===== src/rtl/mux_key_if.sv =====
// mux_key_if: lookup bus carrying key, table, miss value and the combinational/registered results
interface mux_key_if #(
    parameter int NR_KEY   = 2,
    parameter int KEY_LEN  = 1,
    parameter int DATA_LEN = 1
);
    logic [KEY_LEN-1:0]                     key;
    logic [DATA_LEN-1:0]                    default_out;
    logic [NR_KEY*(KEY_LEN+DATA_LEN)-1:0]   lut;
    logic [DATA_LEN-1:0]                    out;
    logic                                   hit;
    logic [DATA_LEN-1:0]                    out_q;
    logic                                   hit_q;

    modport master (
        output key, default_out, lut,
        input  out, hit, out_q, hit_q
    );

    modport slave (
        input  key, default_out, lut,
        output out, hit, out_q, hit_q
    );
endinterface


===== src/rtl/mux_key.sv =====
// mux_key: keyed lookup multiplexer, lowest matching entry wins, with registered result copy
module mux_key #(
    parameter int NR_KEY      = 2,
    parameter int KEY_LEN     = 1,
    parameter int DATA_LEN    = 1,
    parameter bit HAS_DEFAULT = 1
) (
    input  logic       clk,
    input  logic       rst_n,
    mux_key_if.slave   bus
);
    localparam int W = KEY_LEN + DATA_LEN;

    generate
        if (NR_KEY < 1 || KEY_LEN < 1 || DATA_LEN < 1) begin : g_bad_params
            $error("mux_key: NR_KEY, KEY_LEN and DATA_LEN must all be >= 1");
        end
    endgenerate

    logic [NR_KEY-1:0]   match;
    logic [NR_KEY-1:0]   first;
    logic [DATA_LEN-1:0] sel;
    logic [DATA_LEN-1:0] miss_val;

    // exact compare of every entry key against the lookup key
    always_comb begin
        match = '0;
        for (int i = 0; i < NR_KEY; i++)
            match[i] = bus.lut[i*W+DATA_LEN +: KEY_LEN] == bus.key;
    end

    // isolating the lowest set match bit gives a one-hot winner, so duplicates resolve to entry 0 side
    assign first = match & (~match + NR_KEY'(1));

    // one-hot AND-OR select of the winning entry's data
    always_comb begin
        sel = '0;
        for (int i = 0; i < NR_KEY; i++)
            sel = sel | ({DATA_LEN{first[i]}} & bus.lut[i*W +: DATA_LEN]);
    end

    assign miss_val = HAS_DEFAULT ? bus.default_out : '0;
    assign bus.hit  = |match;
    assign bus.out  = bus.hit ? sel : miss_val;

    // registered copy for pipelined consumers, cleared by synchronous reset
    always_ff @(posedge clk) begin
        if (!rst_n) begin
            bus.out_q <= '0;
            bus.hit_q <= 1'b0;
        end else begin
            bus.out_q <= bus.out;
            bus.hit_q <= bus.hit;
        end
    end
endmodule


===== src/flat_wrapper.sv =====
// flat-port wrapper written by rule: the top's interface ports become plain ports
module mux_key_flat 
#(
    parameter int NR_KEY      = 2,
    parameter int KEY_LEN     = 1,
    parameter int DATA_LEN    = 1,
    parameter bit HAS_DEFAULT = 1
)
  (clk, rst_n, bus_key, bus_default_out, bus_lut, bus_out, bus_hit, bus_out_q, bus_hit_q);
  mux_key_if #(.NR_KEY(NR_KEY), .KEY_LEN(KEY_LEN), .DATA_LEN(DATA_LEN)) bus_i ();
  input  logic clk;
  input  logic rst_n;
  input wire logic [$bits(bus_i.key)-1:0] bus_key;
  input wire logic [$bits(bus_i.default_out)-1:0] bus_default_out;
  input wire logic [$bits(bus_i.lut)-1:0] bus_lut;
  output wire logic [$bits(bus_i.out)-1:0] bus_out;
  output wire logic [$bits(bus_i.hit)-1:0] bus_hit;
  output wire logic [$bits(bus_i.out_q)-1:0] bus_out_q;
  output wire logic [$bits(bus_i.hit_q)-1:0] bus_hit_q;
  assign bus_i.key = bus_key;
  assign bus_i.default_out = bus_default_out;
  assign bus_i.lut = bus_lut;
  assign bus_out = bus_i.out;
  assign bus_hit = bus_i.hit;
  assign bus_out_q = bus_i.out_q;
  assign bus_hit_q = bus_i.hit_q;
  mux_key #(.NR_KEY(NR_KEY), .KEY_LEN(KEY_LEN), .DATA_LEN(DATA_LEN), .HAS_DEFAULT(HAS_DEFAULT)) u_core (.clk(clk), .rst_n(rst_n), .bus(bus_i));
endmodule

===== config.mk =====
export PLATFORM = sky130hd
export DESIGN_NAME = mux_key_flat
export DESIGN_NICKNAME = d
export VERILOG_FILES = /design/src/rtl/mux_key_if.sv /design/src/rtl/mux_key.sv /design/src/flat_wrapper.sv
export SDC_FILE = /design/constraint.sdc
export NUM_CORES = 1
export LEC_CHECK = 0
export ABC_AREA = 0
export CELL_PAD_IN_SITES_DETAIL_PLACEMENT = 0
export CELL_PAD_IN_SITES_GLOBAL_PLACEMENT = 1
export CORE_AREA = 3 3 40 42
export DETAILED_ROUTE_END_ITERATION = 12
export DIE_AREA = 0 0 43 45
export GPL_ROUTABILITY_DRIVEN = 0
export PLACE_DENSITY_LB_ADDON = 0.1
export SYNTH_ARGS = -nofsm -noshare
export SYNTH_HDL_FRONTEND = slang
export SYNTH_SLANG_ARGS = --single-unit

===== constraint.sdc =====
create_clock -name clk -period 1.95 [get_ports clk]
set_input_delay 0.195 -clock clk [delete_from_list [all_inputs] [get_ports clk]]
set_output_delay 0.195 -clock clk [all_outputs]
set_load 0.01 [all_outputs]

=== Yosys cells after proc, flatten, opt, wreduce, memory -nomap -nowiden ===
Cells that the tools add are included.

* Eq/ne operators: 2
* Bitwise gates (word level): 5
* Add/sub/neg operators: 1
* Reduce and logical (&&, ||, !) cells: 1
* Multiplexer cells: 1

{| class="wikitable"
|+ Operators by type and width
! operator !! count
|-
| $add 2x1->2 const B || 1
|-
| $and 1x1->1 || 2
|-
| $and 2x2->2 || 1
|-
| $eq 1x1->1 || 2
|-
| $not 2->2 || 1
|-
| $reduce_or 2->1 || 1
|-
| $mux 1 || 1
|-
| $or 1x1->1 || 1
|}

* Register bits: 2
* Output and inout bits: 4

=== Depth between registers and ports, before layout ===
Gate-level depths: netlist of run 1.

* Depth after elaboration: 7
* Gate-level depth with buffers: 3
* Gate-level depth less buffers: 3

=== Worst setup path before layout of run 1 ===
Ideal clock, no wire load.

* Kind: input to output
* Start: input port bus_lut[1]
* End: output port bus_out
* Data required time: 1.755 ns
* Data arrival time: 0.849 ns
* Stages: 3
* Slack: 0.906 ns
* Cells stage by stage: nor2b_1 > or3_1 > o211a_1

* Cells in the longest elaborated chain, start to end: 7

{| class="wikitable"
|+ RTL lines
! element !! RTL line !! source
|-
| start, declared || flat_wrapper.sv:15 || <nowiki>input wire logic [$bits(bus_i.lut)-1:0] bus_lut;</nowiki>
|-
| $eq 1x1->1 (*) || mux_key.sv:29 || <nowiki>match[i] = bus.lut[i*W+DATA_LEN +: KEY_LEN] == bus.key;</nowiki>
|-
| $not 2->2 || mux_key.sv:33 || <nowiki>assign first = match & (~match + NR_KEY'(1));</nowiki>
|-
| $add 2x1->2 || mux_key.sv:33 ||
|-
| $and 2x2->2 || mux_key.sv:33 ||
|-
| $and 1x1->1 || mux_key.sv:39 || <nowiki>sel = sel | ({DATA_LEN{first[i]}} & bus.lut[i*W +: DATA_LEN]);</nowiki>
|-
| $or 1x1->1 || mux_key.sv:39 ||
|-
| $mux 1 (*) || mux_key.sv:44 || <nowiki>assign bus.out = bus.hit ? sel : miss_val;</nowiki>
|-
| end, declared || flat_wrapper.sv:16 || <nowiki>output wire logic [$bits(bus_i.out)-1:0] bus_out;</nowiki>
|}

Mark *: on every way between the ends. The rest lies on a longest branch, timed or not.

=== Final worst setup path of run 1 ===
* Start: input port bus_lut[3]
* End: output port bus_hit

* Cells in the longest elaborated chain, start to end: 2

{| class="wikitable"
|+ RTL lines
! element !! RTL line !! source
|-
| $eq 1x1->1 || mux_key.sv:29 ||
|-
| $reduce_or 2->1 || mux_key.sv:43 || <nowiki>assign bus.hit = |match;</nowiki>
|-
| end, declared || flat_wrapper.sv:17 || <nowiki>output wire logic [$bits(bus_i.hit)-1:0] bus_hit;</nowiki>
|}

Every way passes these cells.

==> flow_summary.json, run 1 <==
{
  "core_sq_um": 1280,
  "num_rows": 13,
  "grt_setup_unrepaired": "false",
  "routed_wirelength_um": 359,
  "slew_headroom_pct": 86.7,
  "synth-simple-area-share_pct": 28.3,
  "crit_required_ps": 1750,
  "cp-startpoint": "bus_lut[3]",
  "yosys.area_share.adder_pct": 0,
  "cts_tree": "built",
  "fmax_ghz": 0.551,
  "yosysSeqAreaShare_pct": 32.3,
  "synthDistinctLibCells": 9,
  "ir_worst_vdd_uv": 215,
  "maxCapViolations": 0,
  "synthMuxAreaShare_pct": 16.2,
  "fin_hold_ws_ps": 565,
  "p_per_area_nw_per_um2": 654,
  "dr.pass1.iters": 2,
  "finalCritPeriodShare_pct": 93.1,
  "synthesis.area_sq_um": 124,
  "port_buffers": 11,
  "clockBufferDepth": 2,
  "critPathMaxFanout": 4,
  "maxSlewViolCount": 0,
  "p_total_uw": 187,
  "cp_data_arrival_time_ps": 1620,
  "cts.clk_slew.worst_paths_ps": 30,
  "vias": 155,
  "synth-compound-area-share_pct": 23.2,
  "cts_buffers": 3,
  "ys_ff_latch": 2,
  "synth.net_count": 21,
  "avgSynthCellArea_sq_um": 9.53,
  "clock-root-buffer": "clkbuf_4",
  "yosys_warnings": 0,
  "grt_max_degree": 5,
  "start_util_pct": 9.64,
  "area_growth_pct": 131,
  "die_height_um": 45,
  "holdCritStartpoint": "rst_n",
  "setup.worst_path.end_class": "output pin",
  "antenna_left": 0,
  "setup.worst_path.class": "primary input to output pin",
  "grt-ovfl-total": 0,
  "h-tree-depth": 1,
  "final_nets": 38,
  "dp.cells": 40,
  "period_needed_ps": 1810,
  "final_hold_viol_count": 0,
  "synth_top_area_cell": "dfxtp_1",
  "synth_top_area_share_pct": 32.3,
  "routedWlPerCell_um": 8.35,
  "hp-class": "primary input to register",
  "drt_drc_violations_left": 0,
  "status": "finished, final reports clean",
  "synth_top_family_by_area": "simple AND/OR/NAND/NOR gates",
  "worst_pin_slew_ps": 194,
  "grt_usage_pct": 4.90,
  "first_iter_violations": 2,
  "drive_gt1_share_pct": 21.4,
  "crit_path_start_kind": "primary input",
  "die_w_um": 43,
  "antenna_found_initial": 0,
  "numClockSinks": 2,
  "hold_buffers": 0,
  "setup_viol": 0,
  "synthCells": 13,
  "ios": 12,
  "die_area_sq_um": 1940,
  "synth_xor_area_share_pct": 0,
  "antenna_cells": 0,
  "grt_pass1_vias": 155,
  "viasPerCell": 3.60,
  "fillers": 149,
  "final_cells": 43,
  "synth.area.top_cells": "dfxtp_1 (32%), mux2i_1 (16%), nor2b_1 (15%)",
  "grt_pass1_wl_um": 627,
  "p_leak_uw": 0.000116
}
==> what timing repair did <==
item	in CTS	in global routing
setup endpoints to repair	1	0
resized for setup	3	0
buffers inserted	0	0
==> cells by family after synthesis <==
family,count (synthesis)
AND/OR/NAND/NOR,6
AO/OA/AOI/OAI,3
flip-flops,2
multiplexers,2
==> worst max-delay path, cell delays in order <==
cell and delay [ps]:
clkdlybuf4s50_1 520, buf_4 130, mux2i_1 210, clkdlybuf4s50_1 570
==> cell usage after synthesis, drive strengths merged <==
cell,instances
or3,1
dfxtp,2
a22oi,1
mux2i,2
o2111a,1
nor2,1
and2,1
o211a,1
nor2b,3
==> routing by layer <==
metal | track usage [%] | vias to the layer above | part of all wire, %
li1 | - | 79 | -
met4 | 1.81 | 0 | 0
met1 | 4.31 | 68 | 38
met3 | 5.98 | 0 | 11
met5 | 0 | - | 0
met2 | 6.89 | 8 | 51
==> per-stage QoR <==
| stage | setup slack [ps] | setup TNS [ps] | instance area [sq um] | util [%] |
|---|---|---|---|---|
| 6_report | 135 | 0 | 287 | 22.3 |
| 5_1_grt | 56.3 | 0 | 287 | 22.3 |
| 4_1_cts | 120 | 0 | 287 | 22.3 |
| 3_5_place_dp | -12.3 | -12.3 | 260 | 20.3 |
| 3_3_place_gp | -13.6 | -13.6 | 260 | 20.3 |
| 2_1_floorplan | 906 | 0 | 124 | - |
==> cell type report <==
class | instances | area (sq um) | area share (%)
timing repair buffer | 12 | 116 | 40.6
multi-input combinational | 11 | 88.8 | 31.0
sequential | 2 | 40.0 | 14.0
clock buffer | 3 | 22.5 | 7.86
tap | 15 | 18.8 | 6.55
==> power breakdown <==
group | internal [uW] | leakage, uW | switching [uW]
combinational | 32.5 | 0.0000858 | 16.8
clock | 68.0 | 0.0000138 | 24.8
sequential | 44.6 | 0.0000168 | 0.734
==> worst paths after layout <==
check,end,depth (start not counted)
min,u_core.bus.out_q$_SDFF_PN0_,2
max,bus_hit,4
==> registers in the layout, indices dropped and copies added, names as in the netlist <==
signal            flops
u_core.bus.out_q      1
u_core.bus.hit_q      1
==> placed cells by master, fill, tap and decap left out <==
master / Yosys / routed
nor2b_2: 0 / 2
dlygate4sd2_1: 0 / 1
a22oi_1: 1 / 1
nor2b_1: 3 / 1
clkbuf_4: 0 / 3
or3_1: 1 / 1
clkdlybuf4s50_1: 0 / 10
o2111a_1: 1 / 1
o211a_1: 1 / 1
mux2i_1: 2 / 2
dfxtp_1: 2 / 2
and2_1: 1 / 1
nor2_1: 1 / 1
buf_4: 0 / 1
Note: power is estimated with default switching activity, not from simulation.
==> run 2: changes to the inputs <==
Settings changed: CORE_AREA 3 3 40 42 to 2 2 39 41, DIE_AREA 0 0 43 45 to 0 0 41 43.
==> run 2 against run 1 <==
Combinational power is 2% lower. Sequential cell count stayed put. Non-clock buffer count stayed put. Final cell count is 2.3% higher. Clock power is 3.2% lower. Sequential power hardly changed. Setup slack worse by 19 ps. Largest cell class unchanged. Highest routed layer unchanged. Clock-buffer cell count stayed put.
==> flow_summary.json, run 2 (synthesis results as in run 1) <==
{
  "status": "finished, final reports clean",
  "grt_max_degree": 5,
  "cp_data_arrival_time_ps": 1640,
  "holdCritStartpoint": "rst_n",
  "die_w_um": 41,
  "dp_hpwl_um": 288,
  "layout_commonest_cell": "clkdlybuf4s50_1",
  "cts_tree": "built",
  "final_nets": 38,
  "setup.worst_path.class": "primary input to output pin",
  "core_sq_um": 1380,
  "grt_setup_unrepaired": "false",
  "routedWlPerCell_um": 7.93,
  "cts.clk_slew.worst_paths_ps": 30,
  "grt-ovfl-total": 0,
  "start_util_pct": 8.95,
  "fmax_ghz": 0.545,
  "drive_gt1_share_pct": 14.3,
  "critPathMaxFanout": 4,
  "final_util_pct": 20.4,
  "clockBufferDepth": 2,
  "grt_pass1_vias": 147,
  "final_cell_mix": "clkdlybuf4s50_1 (10), nor2b_1 (3), clkbuf_4 (3)",
  "multiInputGateArea_sq_um": 83.8,
  "ir_worst_vdd_uv": 296,
  "antenna_left": 0,
  "vias": 151,
  "dr.pass1.iters": 2,
  "maxCapViolations": 0,
  "crit_required_ps": 1750,
  "period_needed_ps": 1830,
  "clock-root-buffer": "clkbuf_4",
  "grt_pass1_wl_um": 496,
  "min_to": "u_core.bus.out_q$_SDFF_PN0_",
  "finalCritPeriodShare_pct": 94.1,
  "hp-class": "primary input to register",
  "p_total_uw": 184,
  "setup.worst_path.end_class": "output pin",
  "maxSlewViolCount": 0,
  "stdcell_area_sq_um": 283,
  "crit_path_start_kind": "primary input",
  "ios": 12,
  "viasPerCell": 3.43,
  "drt_drc_violations_left": 0,
  "first_iter_violations": 5,
  "cts_buffers": 3,
  "port_buffers": 11,
  "worst_pin_slew_ps": 222,
  "holdPathStages": 2,
  "slew_headroom_pct": 85.2,
  "die_height_um": 43,
  "grt_usage_pct": 4.61,
  "p_leak_uw": 0.000114,
  "die_area_sq_um": 1760,
  "fillers": 151,
  "p_per_area_nw_per_um2": 649,
  "antenna_found_initial": 0,
  "fin_hold_ws_ps": 571,
  "largest_registers": "u_core.bus.hit_q x1, u_core.bus.out_q x1",
  "numClockSinks": 2,
  "routed_wirelength_um": 349,
  "num_rows": 14,
  "setup_viol": 0,
  "area_growth_pct": 128,
  "antenna_cells": 0,
  "final_hold_viol_count": 0,
  "h-tree-depth": 1,
  "postPlaceCellArea_sq_um": 262,
  "seqCellArea_sq_um": 40.0
}
==> run 2: cell counts in the layout (fill, tap and decap cells not counted) <==
No cell type changed its count.
==> run 2: area by class of cell <==
type	instances	area share, %
flip-flops and latches	2	14.2
clock buffers	3	7.96
multi-input cells	11	29.6
repair buffers	12	41.2
well taps	16	7.08
==> run 2: repair_timing <==
item / CTS / global route
setup endpoints to repair: 1 / 0
resized for setup: 1 / 0
hold buffers: 0 / 0
buffers inserted: 0 / 0
==> run 2: metal layers <==
metal / part of all wire [%] / track usage, % / up-vias
li1: - / - / 80
met1: 49 / 5.43 / 61
met2: 38 / 5.31 / 10
met3: 13 / 6.28 / 0
met4: 0 / 0 / 0
met5: 0 / 0 / -
==> run 2: worst max path at each step <==
stage | from | endpoint | slack [ps] | depth (start not counted)
finish | bus_lut[3] | bus_hit | 120 | 4
CTS | bus_lut[3] | bus_hit | 90 | 4
global route | bus_lut[3] | bus_hit | 60 | 4
detailed placement | bus_lut[1] | bus_out | -9 | 5
global placement | bus_lut[1] | bus_out | -4 | 5
floorplan | bus_lut[1] | bus_out | 910 | 3
==> run 2: stage by stage <==
stage / setup slack [ps] / instances / TNS (ps)
global placement: -3.84 / 41 / -3.84
detailed placement: -9.11 / 41 / -9.11
CTS: 87.1 / 44 / 0
finish: 116 / 44 / 0
floorplan: 906 / 13 / 0
global route: 61.9 / 44 / 0
==> run 2: critical path, stage by stage <==
cell and delay [ps]:
clkdlybuf4s50_1 530, buf_4 130, mux2i_1 210, clkdlybuf4s50_1 570
==> run 2: power by group <==
| group | total (uW) | switching [uW] | internal (uW) |
|---|---|---|---|
| Clock | 89.8 | 22.0 | 67.8 |
| Sequential | 45.3 | 0.676 | 44.6 |
| Combinational | 48.5 | 16.7 | 31.8 |
| Total | 184 | 39.4 | 144 |
==> run 3: changes to the inputs <==
Clock period 1.95 ns to 2.4 ns, I/O delays scaled along.
==> run 3 against run 2 <==
First-iteration DRC count decreased by 100%. Die area stayed put. Combinational power is 18% lower. Clock-buffer cell count stayed put. Critical path depth rose by 1. Hold slack better by 46 ps. Clock power fell by 18%. Wire length up 3.2%. Via count is 4.6% lower. Largest cell class unchanged.
==> flow_summary.json, run 3 (synthesis results as in run 1) <==
{
  "grt_pass1_vias": 126,
  "post-place-ws_ps": 353,
  "antenna_found_initial": 0,
  "slowest_stage": "clkdlybuf4s50_1",
  "fmax_ghz": 0.489,
  "core_sq_um": 1380,
  "setup.worst_path.class": "primary input to output pin",
  "hold_buffers": 0,
  "numClockSinks": 2,
  "final_nets": 37,
  "grtUsageMet1_pct": 5.75,
  "first_iter_violations": 0,
  "critPathMaxFanout": 4,
  "path_delay_family": "buffers and inverters",
  "antenna_left": 0,
  "clock-root-buffer": "clkbuf_4",
  "maxCapViolations": 0,
  "path_common_cell": "clkdlybuf4s50_1",
  "crit_path_cell_trace": "clkdlybuf4s50_1 -> nor2b_1 -> or3_1 -> o211a_1 -> clkdlybuf4s50_1",
  "drive_gt1_share_pct": 11.1,
  "viasPerCell": 3.35,
  "die_area_sq_um": 1760,
  "die_w_um": 41,
  "period_needed_ps": 2050,
  "final_hold_viol_count": 0,
  "routed_wirelength_um": 360,
  "h-tree-depth": 1,
  "crit_required_ps": 2160,
  "met2_usage_pct": 4.69,
  "postPlaceCellArea_sq_um": 254,
  "routedWlPerCell_um": 8.37,
  "grt_setup_unrepaired": "false",
  "num_rows": 14,
  "setup.worst_path.end_class": "output pin",
  "path_buf_inv": 2,
  "p_per_area_nw_per_um2": 544,
  "post_cts_resized": 0,
  "port_buffers": 11,
  "slew_headroom_pct": 84.4,
  "fillers": 153,
  "setup_viol": 0,
  "ir_worst_vdd_uv": 153,
  "maxSlewViolCount": 0,
  "met3_usage_pct": 4.71,
  "start_util_pct": 8.95,
  "multiInputGateArea_sq_um": 83.8,
  "worst_pin_slew_ps": 234,
  "dr.pass1.iters": 1,
  "stdcell_area_sq_um": 277,
  "grt_max_degree": 5,
  "cts_buffers": 3,
  "status": "finished, final reports clean",
  "layout_commonest_cell": "clkdlybuf4s50_1",
  "top_usage_layer": "met1",
  "tns_ps": 0,
  "hp-class": "primary input to register",
  "antenna_cells": 0,
  "final_cell_mix": "clkdlybuf4s50_1 (11), nor2b_1 (3), clkbuf_4 (3)",
  "grt-ovfl-total": 0,
  "area_growth_pct": 123,
  "grt_usage_pct": 4.81,
  "slowest_delay_ps": 480,
  "fin_ws_ps": 355,
  "largest_registers": "u_core.bus.hit_q x1, u_core.bus.out_q x1",
  "dp_hpwl_um": 290,
  "drt_drc_violations_left": 0,
  "cts.clk_slew.worst_paths_ps": 30,
  "crit_path_start_kind": "primary input",
  "cp_data_arrival_time_ps": 1810,
  "p_leak_uw": 0.000109,
  "grt_pass1_wl_um": 503,
  "ios": 12,
  "fin_hold_ws_ps": 617,
  "cts_tree": "built",
  "seqCellArea_sq_um": 40.0,
  "cts_setup_buffers": 0,
  "vias": 144,
  "die_height_um": 43,
  "clockBufferDepth": 2,
  "finalCritPeriodShare_pct": 85.2
}
[run 3: metrics by stage]
stage | utilization, % | cells | power, uW
2_1_floorplan | - | 13 | 51.5
3_3_place_gp | 18.4 | 40 | 77.4
3_5_place_dp | 18.4 | 40 | 77.4
4_1_cts | 20.0 | 43 | 157
5_1_grt | 20.0 | 43 | 160
6_report | 20.0 | 43 | 150
[run 3: cell type report]
type | count | area share (%)
well taps | 16 | 7.24
repair buffers | 11 | 39.8
clock buffers | 3 | 8.14
flip-flops and latches | 2 | 14.5
multi-input cells | 11 | 30.3
[run 3: path summary, 6_finish.rpt]
path                  slack [ps]  startpoint                     endpoint  depth (start not counted)
worst max-delay path         350  bus_lut[1]                      bus_out                          5
worst min-delay path         620       rst_n  u_core.bus.out_q$_SDFF_PN0_                          2
[run 3: power by group]
part	leakage, uW	switching, uW	internal (uW)	total (uW)
registers	0.0000168	0.506	36.3	36.8
logic	0.0000780	13.5	26.2	39.7
clock network	0.0000138	18.8	55.1	73.9
[run 3: layer usage]
layer  routed length, um  part of all wire (%)
met4                   0                     0
met1                 181                    50
met2                 154                    43
met5                   0                     0
met3                  24                   6.7
